===== src/rtl/csr_regfile.sv =====
// Machine-mode CSR register file: mstatus/mie/mtvec/mepc/mcause/mip, interrupt trap entry
// and MRET, with a registered one-cycle PC redirect to fetch.
module csr_regfile #(
  parameter int unsigned XLEN = 32
) (
  input  logic            i_clk,
  input  logic            i_rst_n,
  input  logic            i_csr_wr_req,
  input  logic            i_csr_reg_rd,
  input  logic            i_is_mret,
  input  logic            i_instr_valid,
  input  logic [11:0]     i_csr_addr,
  input  logic [XLEN-1:0] i_csr_wdata,
  input  logic [XLEN-1:0] i_pc,
  input  logic            i_timer_intr,
  input  logic            i_ext_intr,
  output logic [XLEN-1:0] o_csr_rdata,
  output logic            o_epc_taken,
  output logic [XLEN-1:0] o_excp_pc
);

  localparam logic [11:0] AddrMstatus = 12'h300;
  localparam logic [11:0] AddrMie     = 12'h304;
  localparam logic [11:0] AddrMtvec   = 12'h305;
  localparam logic [11:0] AddrMepc    = 12'h341;
  localparam logic [11:0] AddrMcause  = 12'h342;
  localparam logic [11:0] AddrMip     = 12'h344;

  typedef enum logic {StRun, StRedirect} state_e;

  state_e          r_state, w_state_nxt;
  logic            r_mstatus_mie, w_mstatus_mie_nxt;
  logic            r_mstatus_mpie, w_mstatus_mpie_nxt;
  logic            r_mtie, w_mtie_nxt;
  logic            r_meie, w_meie_nxt;
  logic [XLEN-1:0] r_mtvec, w_mtvec_nxt;
  logic [XLEN-1:0] r_mepc, w_mepc_nxt;
  logic [XLEN-1:0] r_mcause, w_mcause_nxt;
  logic [1:0]      r_tsync, r_esync;
  logic            r_epc_taken, w_epc_taken_nxt;
  logic [XLEN-1:0] r_excp_pc, w_excp_pc_nxt;

  logic [XLEN-1:0] w_mstatus, w_mie, w_mip;
  logic            w_take_irq, w_ext_sel;
  logic [4:0]      w_cause_code;
  logic [XLEN-1:0] w_trap_base, w_trap_pc, w_trap_cause;

  assign w_mstatus = {{(XLEN-8){1'b0}}, r_mstatus_mpie, 3'b000, r_mstatus_mie, 3'b000};
  assign w_mie     = {{(XLEN-12){1'b0}}, r_meie, 3'b000, r_mtie, 7'b0000000};
  assign w_mip     = {{(XLEN-12){1'b0}}, r_esync[1], 3'b000, r_tsync[1], 7'b0000000};

  // A same-cycle CSR write or MRET defers the interrupt so their updates never collide.
  assign w_take_irq = r_mstatus_mie & i_instr_valid & ~i_csr_wr_req & ~i_is_mret &
                      (|(w_mip & w_mie));

  assign w_ext_sel    = r_esync[1] & r_meie;
  assign w_cause_code = w_ext_sel ? 5'd11 : 5'd7;
  assign w_trap_cause = {1'b1, {(XLEN-6){1'b0}}, w_cause_code};
  assign w_trap_base  = {r_mtvec[XLEN-1:2], 2'b00};
  assign w_trap_pc    = r_mtvec[0] ? w_trap_base + {{(XLEN-7){1'b0}}, w_cause_code, 2'b00}
                                   : w_trap_base;

  always_comb begin
    o_csr_rdata = '0;
    if (i_csr_reg_rd) begin
      case (i_csr_addr)
        AddrMstatus: o_csr_rdata = w_mstatus;
        AddrMie:     o_csr_rdata = w_mie;
        AddrMtvec:   o_csr_rdata = r_mtvec;
        AddrMepc:    o_csr_rdata = r_mepc;
        AddrMcause:  o_csr_rdata = r_mcause;
        AddrMip:     o_csr_rdata = w_mip;
        default:     o_csr_rdata = '0;
      endcase
    end
  end

  always_comb begin
    w_state_nxt        = r_state;
    w_mstatus_mie_nxt  = r_mstatus_mie;
    w_mstatus_mpie_nxt = r_mstatus_mpie;
    w_mtie_nxt         = r_mtie;
    w_meie_nxt         = r_meie;
    w_mtvec_nxt        = r_mtvec;
    w_mepc_nxt         = r_mepc;
    w_mcause_nxt       = r_mcause;
    w_epc_taken_nxt    = 1'b0;
    w_excp_pc_nxt      = r_excp_pc;

    if (i_csr_wr_req) begin
      case (i_csr_addr)
        AddrMstatus: begin
          w_mstatus_mie_nxt  = i_csr_wdata[3];
          w_mstatus_mpie_nxt = i_csr_wdata[7];
        end
        AddrMie: begin
          w_mtie_nxt = i_csr_wdata[7];
          w_meie_nxt = i_csr_wdata[11];
        end
        AddrMtvec:  w_mtvec_nxt  = {i_csr_wdata[XLEN-1:2], 1'b0, i_csr_wdata[0]};
        AddrMepc:   w_mepc_nxt   = {i_csr_wdata[XLEN-1:2], 2'b00};
        AddrMcause: w_mcause_nxt = i_csr_wdata;
        default: ;
      endcase
    end

    case (r_state)
      StRun: begin
        if (i_is_mret && i_instr_valid) begin
          w_mstatus_mie_nxt  = r_mstatus_mpie;
          w_mstatus_mpie_nxt = 1'b1;
          w_epc_taken_nxt    = 1'b1;
          w_excp_pc_nxt      = r_mepc;
          w_state_nxt        = StRedirect;
        end else if (w_take_irq) begin
          w_mepc_nxt         = i_pc;
          w_mcause_nxt       = w_trap_cause;
          w_mstatus_mpie_nxt = r_mstatus_mie;
          w_mstatus_mie_nxt  = 1'b0;
          w_epc_taken_nxt    = 1'b1;
          w_excp_pc_nxt      = w_trap_pc;
          w_state_nxt        = StRedirect;
        end
      end
      StRedirect: w_state_nxt = StRun;
      default:    w_state_nxt = StRun;
    endcase
  end

  always_ff @(posedge i_clk or negedge i_rst_n) begin
    if (!i_rst_n) begin
      r_state        <= StRun;
      r_mstatus_mie  <= 1'b0;
      r_mstatus_mpie <= 1'b0;
      r_mtie         <= 1'b0;
      r_meie         <= 1'b0;
      r_mtvec        <= '0;
      r_mepc         <= '0;
      r_mcause       <= '0;
      r_tsync        <= '0;
      r_esync        <= '0;
      r_epc_taken    <= 1'b0;
      r_excp_pc      <= '0;
    end else begin
      r_state        <= w_state_nxt;
      r_mstatus_mie  <= w_mstatus_mie_nxt;
      r_mstatus_mpie <= w_mstatus_mpie_nxt;
      r_mtie         <= w_mtie_nxt;
      r_meie         <= w_meie_nxt;
      r_mtvec        <= w_mtvec_nxt;
      r_mepc         <= w_mepc_nxt;
      r_mcause       <= w_mcause_nxt;
      r_tsync        <= {r_tsync[0], i_timer_intr};
      r_esync        <= {r_esync[0], i_ext_intr};
      r_epc_taken    <= w_epc_taken_nxt;
      r_excp_pc      <= w_excp_pc_nxt;
    end
  end

  assign o_epc_taken = r_epc_taken;
  assign o_excp_pc   = r_excp_pc;

endmodule


===== config.mk =====
export PLATFORM = sky130hd
export DESIGN_NAME = csr_regfile
export DESIGN_NICKNAME = d
export VERILOG_FILES = /design/src/rtl/csr_regfile.sv
export SDC_FILE = /design/constraint.sdc
export NUM_CORES = 1
export LEC_CHECK = 0
export ABC_AREA = 1
export CAP_MARGIN = 20
export CORE_MARGIN = 4
export CORE_UTILIZATION = 53
export CTS_BUF_LIST = sky130_fd_sc_hd__clkbuf_4
export CTS_CLUSTER_DIAMETER = 200
export DETAILED_ROUTE_END_ITERATION = 10
export DONT_BUFFER_PORTS = 1
export GPL_ROUTABILITY_DRIVEN = 0
export GPL_TIMING_DRIVEN = 0
export PLACE_DENSITY = 0.68
export SYNTH_ARGS = -nofsm -noshare
export SYNTH_HDL_FRONTEND = slang
export SYNTH_SLANG_ARGS = --single-unit

===== constraint.sdc =====
create_clock -name i_clk -period 5.4 [get_ports i_clk]
set_clock_uncertainty 0.15 [all_clocks]
set_input_delay 0.54 -clock i_clk [delete_from_list [all_inputs] [get_ports i_clk]]
set_output_delay 0.54 -clock i_clk [all_outputs]
set_load 0.02 [all_outputs]

# [Yosys cells after proc, flatten, opt, wreduce, memory -nomap -nowiden]
# Cells that the tools add are included.
[classes] mux=30 reduce_logical=6 addsub=1 bitwise_logic=9 n_eq_ne=6
[op_table] operator="$mux W32" count=14
[op_table] operator="$pmux W32 S6" count=1
[op_table] operator="$eq A12 B10 Y1 const B" count=6
[op_table] operator="$add A32 B6 Y32" count=1
[op_table] operator="$reduce_or A32 Y1" count=1
[op_table] operator="$mux W1" count=13
[op_table] operator="$and A12 B12 Y12" count=1
[op_table] operator="$reduce_and A2 Y1" count=3
[op_table] operator="$and A1 B1 Y1" count=5
[op_table] operator="$mux W4" count=1
[op_table] operator="$not A1 Y1" count=3
[op_table] operator="$pmux W1 S2" count=1
[op_table] operator="$reduce_bool A2 Y1" count=1
[op_table] operator="$logic_and A1 B1 Y1" count=1
[word_totals] input_bits=84 output_inout_bits=65 regBits=137

# [Longest topological paths before layout]
[logic_depth] word_depth=7 depth_mapped=13

# [Worst setup path after synthesis]
# No wires, ideal clock.
[synth_path] kind="in2out" startpoint="input i_csr_addr[5]" endpoint="output o_csr_rdata[1]" n_path_buf=1 cell_stages=8 setup_slack_ns=2.886 arrival_ns=1.824 cell_sequence="nor2_1 nand3_1 nor2_1 nand2_2 clkinv_2 clkbuf_1 nand2_1 a21oi_1"
[synth_via] elab_chain_len=3 elab_cells_between_ends=8
[synth_rtl] element="start, declared" line="12" rtl="input logic [11:0] i_csr_addr,"
[synth_rtl] element="$eq A12 B10 Y1" line="66" rtl="case (i_csr_addr)"
[synth_rtl] element="$pmux W32 S6 *" line="66"
[synth_rtl] element="$mux W32 *" line="65" rtl="if (i_csr_reg_rd) begin"
[synth_rtl] element="end, declared" line="17" rtl="output logic [XLEN-1:0] o_csr_rdata,"
# Every way passes the cells marked *; elsewhere a longest branch is shown, timed or not.

# [Worst setup path after layout]
[layout_path] startpoint="input i_csr_addr[5]" endpoint="output o_csr_rdata[17]"
# The elaborated chain is that of the path after synthesis.

==> reports/metrics.cfg <==
[logic_synthesis]
synth_seq_cells = 136
synth_fp_nets = 1092
synth-main-ff-cell = dfrtp_1
netlist_area_sq_um = 7782
netlist_top_cells_count = nand2_1 (224), dfrtp_1 (136), inv_1 (115), a21oi_1 (112), nor2_1 (79)
synth.most_common_cell = nand2_1
yosysTopAreaCell = dfrtp_1
synth_edf_count = 0
syn_avg_cell_area_sq_um = 7.728
synthTopCellsByArea = dfrtp_1 (44%), nand2_1 (11%), a21oi_1 (7.2%)
synth_cells = 1007
ys_warn_count = 0
async_reset_ff_frac = 1.000
yosys.area.top_type_share = 0.4373
ys_types = 47
ys_seq_area_frac = 0.4373

[timing]
rsz0062_at_grt = false
finalCriticalPeriod_ns = 3.185
setup_violations = 0
final_max_slew_viol_count = 0
fin_ws_ns = 2.215
fin_tns_setup_ns = 0
worst_pin_slew_ns = 0.7579
fmax_mhz = 314.0
post-route-period-util = 0.5898
hold_violations = 0
slew_headroom = 0.4947

[hold_path]
hold_path_class = in2reg
hold_depth = 2
min_from = i_csr_wdata[22]
min_to = r_mcause[22]

[clock_tree]
postCtsSetupRepairBufs = 0
cts_tree = built
cts_sinks = 136
cts-buffers-inserted = 17
htreeDepth = 4
clockRootBuffer = clkbuf_4
path_clk_slew_ns = 0.10
clk-insertion-delay-late_ns = 0.57
cts_buffer_depth = 2

[power_and_ir_drop]
p_comb_frac = 0.087
vdd_drop_max_uv = 111.8
p_int_uw = 1360
p_leak_uw = 0.004252
p_sw_frac = 0.2813
seq_power_share = 0.597
p_per_area_nw_per_um2 = 206.9
power_switching_uw = 532.4
clkPwrFrac = 0.316

[floorplanning]
initial_core_util = 0.5375
io_pins = 149
design.die.area_sq_um = 16690
dieHeight_um = 129.2
die_width_um = 129.2
core_area_sq_um = 14480
rows = 44

[job]
drv_cap = 0

[drt]
postRouteAntennaNets = 0
drt-initial-drc-count = 819
drc = 0
vias = 7718
wl_per_cell_um = 20.39
vias_per_cell = 5.883
first_pass_iters = 6
wl_um = 26750

[setup_path]
reg2reg_to = r_mepc[16]
critPathRequiredTime_ns = 4.71
crit_type = in2out
cp_data_arrival_time_ns = 2.50
cpMostUsedCell = nor2_1
max_stage_delay_ns = 0.58
cpLargestDelayFamily = simple AND/OR/NAND/NOR gates
path_cells = nor2_1 > nand3_1 > nor2_1 > nand2_2 > clkinv_2 > clkbuf_1 > a21oi_1 > nor2_1
cp-startpoint = i_csr_addr[5]
worstSetupStartpointType = primary input
endpoint_kind = output pin
rr_worst_depth = 9
ff2ff_setup_slack_ns = 2.35
r2r_start = r_esync[1]
cp_max_fo = 10
crit_path_top_delay_cell = clkbuf_1
timing.critical_path.buf_inv = 2

[global_route]
grt_pass1_vias = 7522
grt_overflow = 0
grt_pass1_wl_um = 40660
antenna_found_initial = 0
grt_max_degree = 137
grt_use_total = 0.3224

[placement]
io_buffer_count = 0
post-dp-hpwl_um = 18810
pre_cts_ws_ns = 2.262

[final_layout]
final_nets = 1199
drive_gt1_frac = 0.1074
syn_to_final_growth_pct = 17.56

[outcome]
status = completed

worst max path at each step:
stage / slack, ns / to / depth (start not counted)
after global placement: 2.28 / o_csr_rdata[1] / 8
after global routing: 2.10 / o_csr_rdata[1] / 8
after floorplan: 2.89 / o_csr_rdata[1] / 8
after CTS: 2.26 / o_csr_rdata[1] / 8
final: 2.21 / o_csr_rdata[17] / 8
after detailed placement: 2.26 / o_csr_rdata[1] / 8
worst reg2reg max path: stages (launching register included):
cell and delay (ns):
dfrtp_1 0.53, nand2_4 0.15, o21ai_1 0.17, nand3_1 0.26, inv_2 0.18, clkbuf_1 0.60, a21oi_1 0.11, o21ai_1 0.14
nand2_1 0.09, dlygate4sd3_1 0.56
state kept, by name, summed over array words and instances, names as in the netlist:
| signal | flops |
|---|---|
| r_esync | 2 |
| r_mtie | 1 |
| r_mstatus_mpie | 1 |
| r_mepc | 32 |
| r_tsync | 2 |
| r_mstatus_mie | 1 |
| o_excp_pc | 32 |
| r_meie | 1 |
| o_epc_taken | 1 |
| r_mcause | 32 |
| r_mtvec | 31 |
cell type report:
type,instances,area (sq um)
Multi-Input combinational cell,697,3655
Buffer,49,252.7
Timing Repair Buffer,88,898.4
Sequential cell,136,3403
Antenna cell,1,2.502
Fill cell,1296,5330
Inverter,125,471.7
Tap cell,184,230.2
Clock inverter,12,85.08
Clock buffer,20,150.1
what timing repair did:
item | in CTS | in global routing
hold buffers | 88 | 0
endpoints found under the hold margin | 214 | 0
resized for setup | 0 | 0
setup endpoints to repair | 0 | 0
power groups by stage:
stage	Sequential (uW)	Clock, uW	Combinational [uW]
final	1130	598	165
after global routing	1140	646	185
after CTS	1130	611	163
after detailed placement	1150	0	95.7
after global placement	1150	0	93.6
after floorplan	1140	0	72.2
kinds of logic (layout without fill, tap and decap cells):
logic type | Yosys count | after routing | share of synthesized area
flip-flops | 136 | 136 | 0.4373
adder cells (fa/ha/maj) | 1 | 1 | 0.001607
AO/OA/AOI/OAI | 256 | 256 | 0.1797
other | 0 | 1 | 0
XOR/XNOR | 8 | 8 | 0.009004
multiplexers | 26 | 26 | 0.04727
AND/OR/NAND/NOR | 406 | 406 | 0.2320
buffers and inverters | 174 | 294 | 0.09308
stage by stage:
| step | util | area, sq um | power (uW) | hold WS, ns | instances |
|---|---|---|---|---|---|
| 2_1_floorplan | - | 7782 | 1211 | 0.09441 | 1007 |
| 3_3_place_gp | 0.5534 | 8013 | 1242 | 0.09994 | 1191 |
| 3_5_place_dp | 0.5534 | 8013 | 1245 | 0.09872 | 1191 |
| 4_1_cts | 0.6317 | 9146 | 1904 | 0.001244 | 1311 |
| 5_1_grt | 0.6317 | 9146 | 1966 | 0.005669 | 1311 |
| 6_report | 0.6319 | 9149 | 1893 | 0.03586 | 1312 |
cells in the final DEF, fill, tap and decap left out, types with 19 or more instances in the layout:
master,netlist,layout
nand3_1,44,44
o21ai_1,19,19
dfrtp_1,136,136
nand2_1,224,224
mux2_4,20,20
o22ai_1,29,29
clkbuf_1,19,19
o21ai_0,69,69
inv_1,115,115
clkbuf_4,0,20
a21oi_1,112,112
nor2_1,79,79
nand4_1,19,19
buf_2,19,19
dlygate4sd3_1,0,87
layer usage:
layer	up-vias	routed length, um	global-route usage
met3	77	3178	0.1022
met2	443	11660	0.4872
li1	3563	-	-
met5	-	0	0
met1	3635	10960	0.4289
met4	0	950	0.1396
Note: power is estimated with default switching activity, not from simulation.
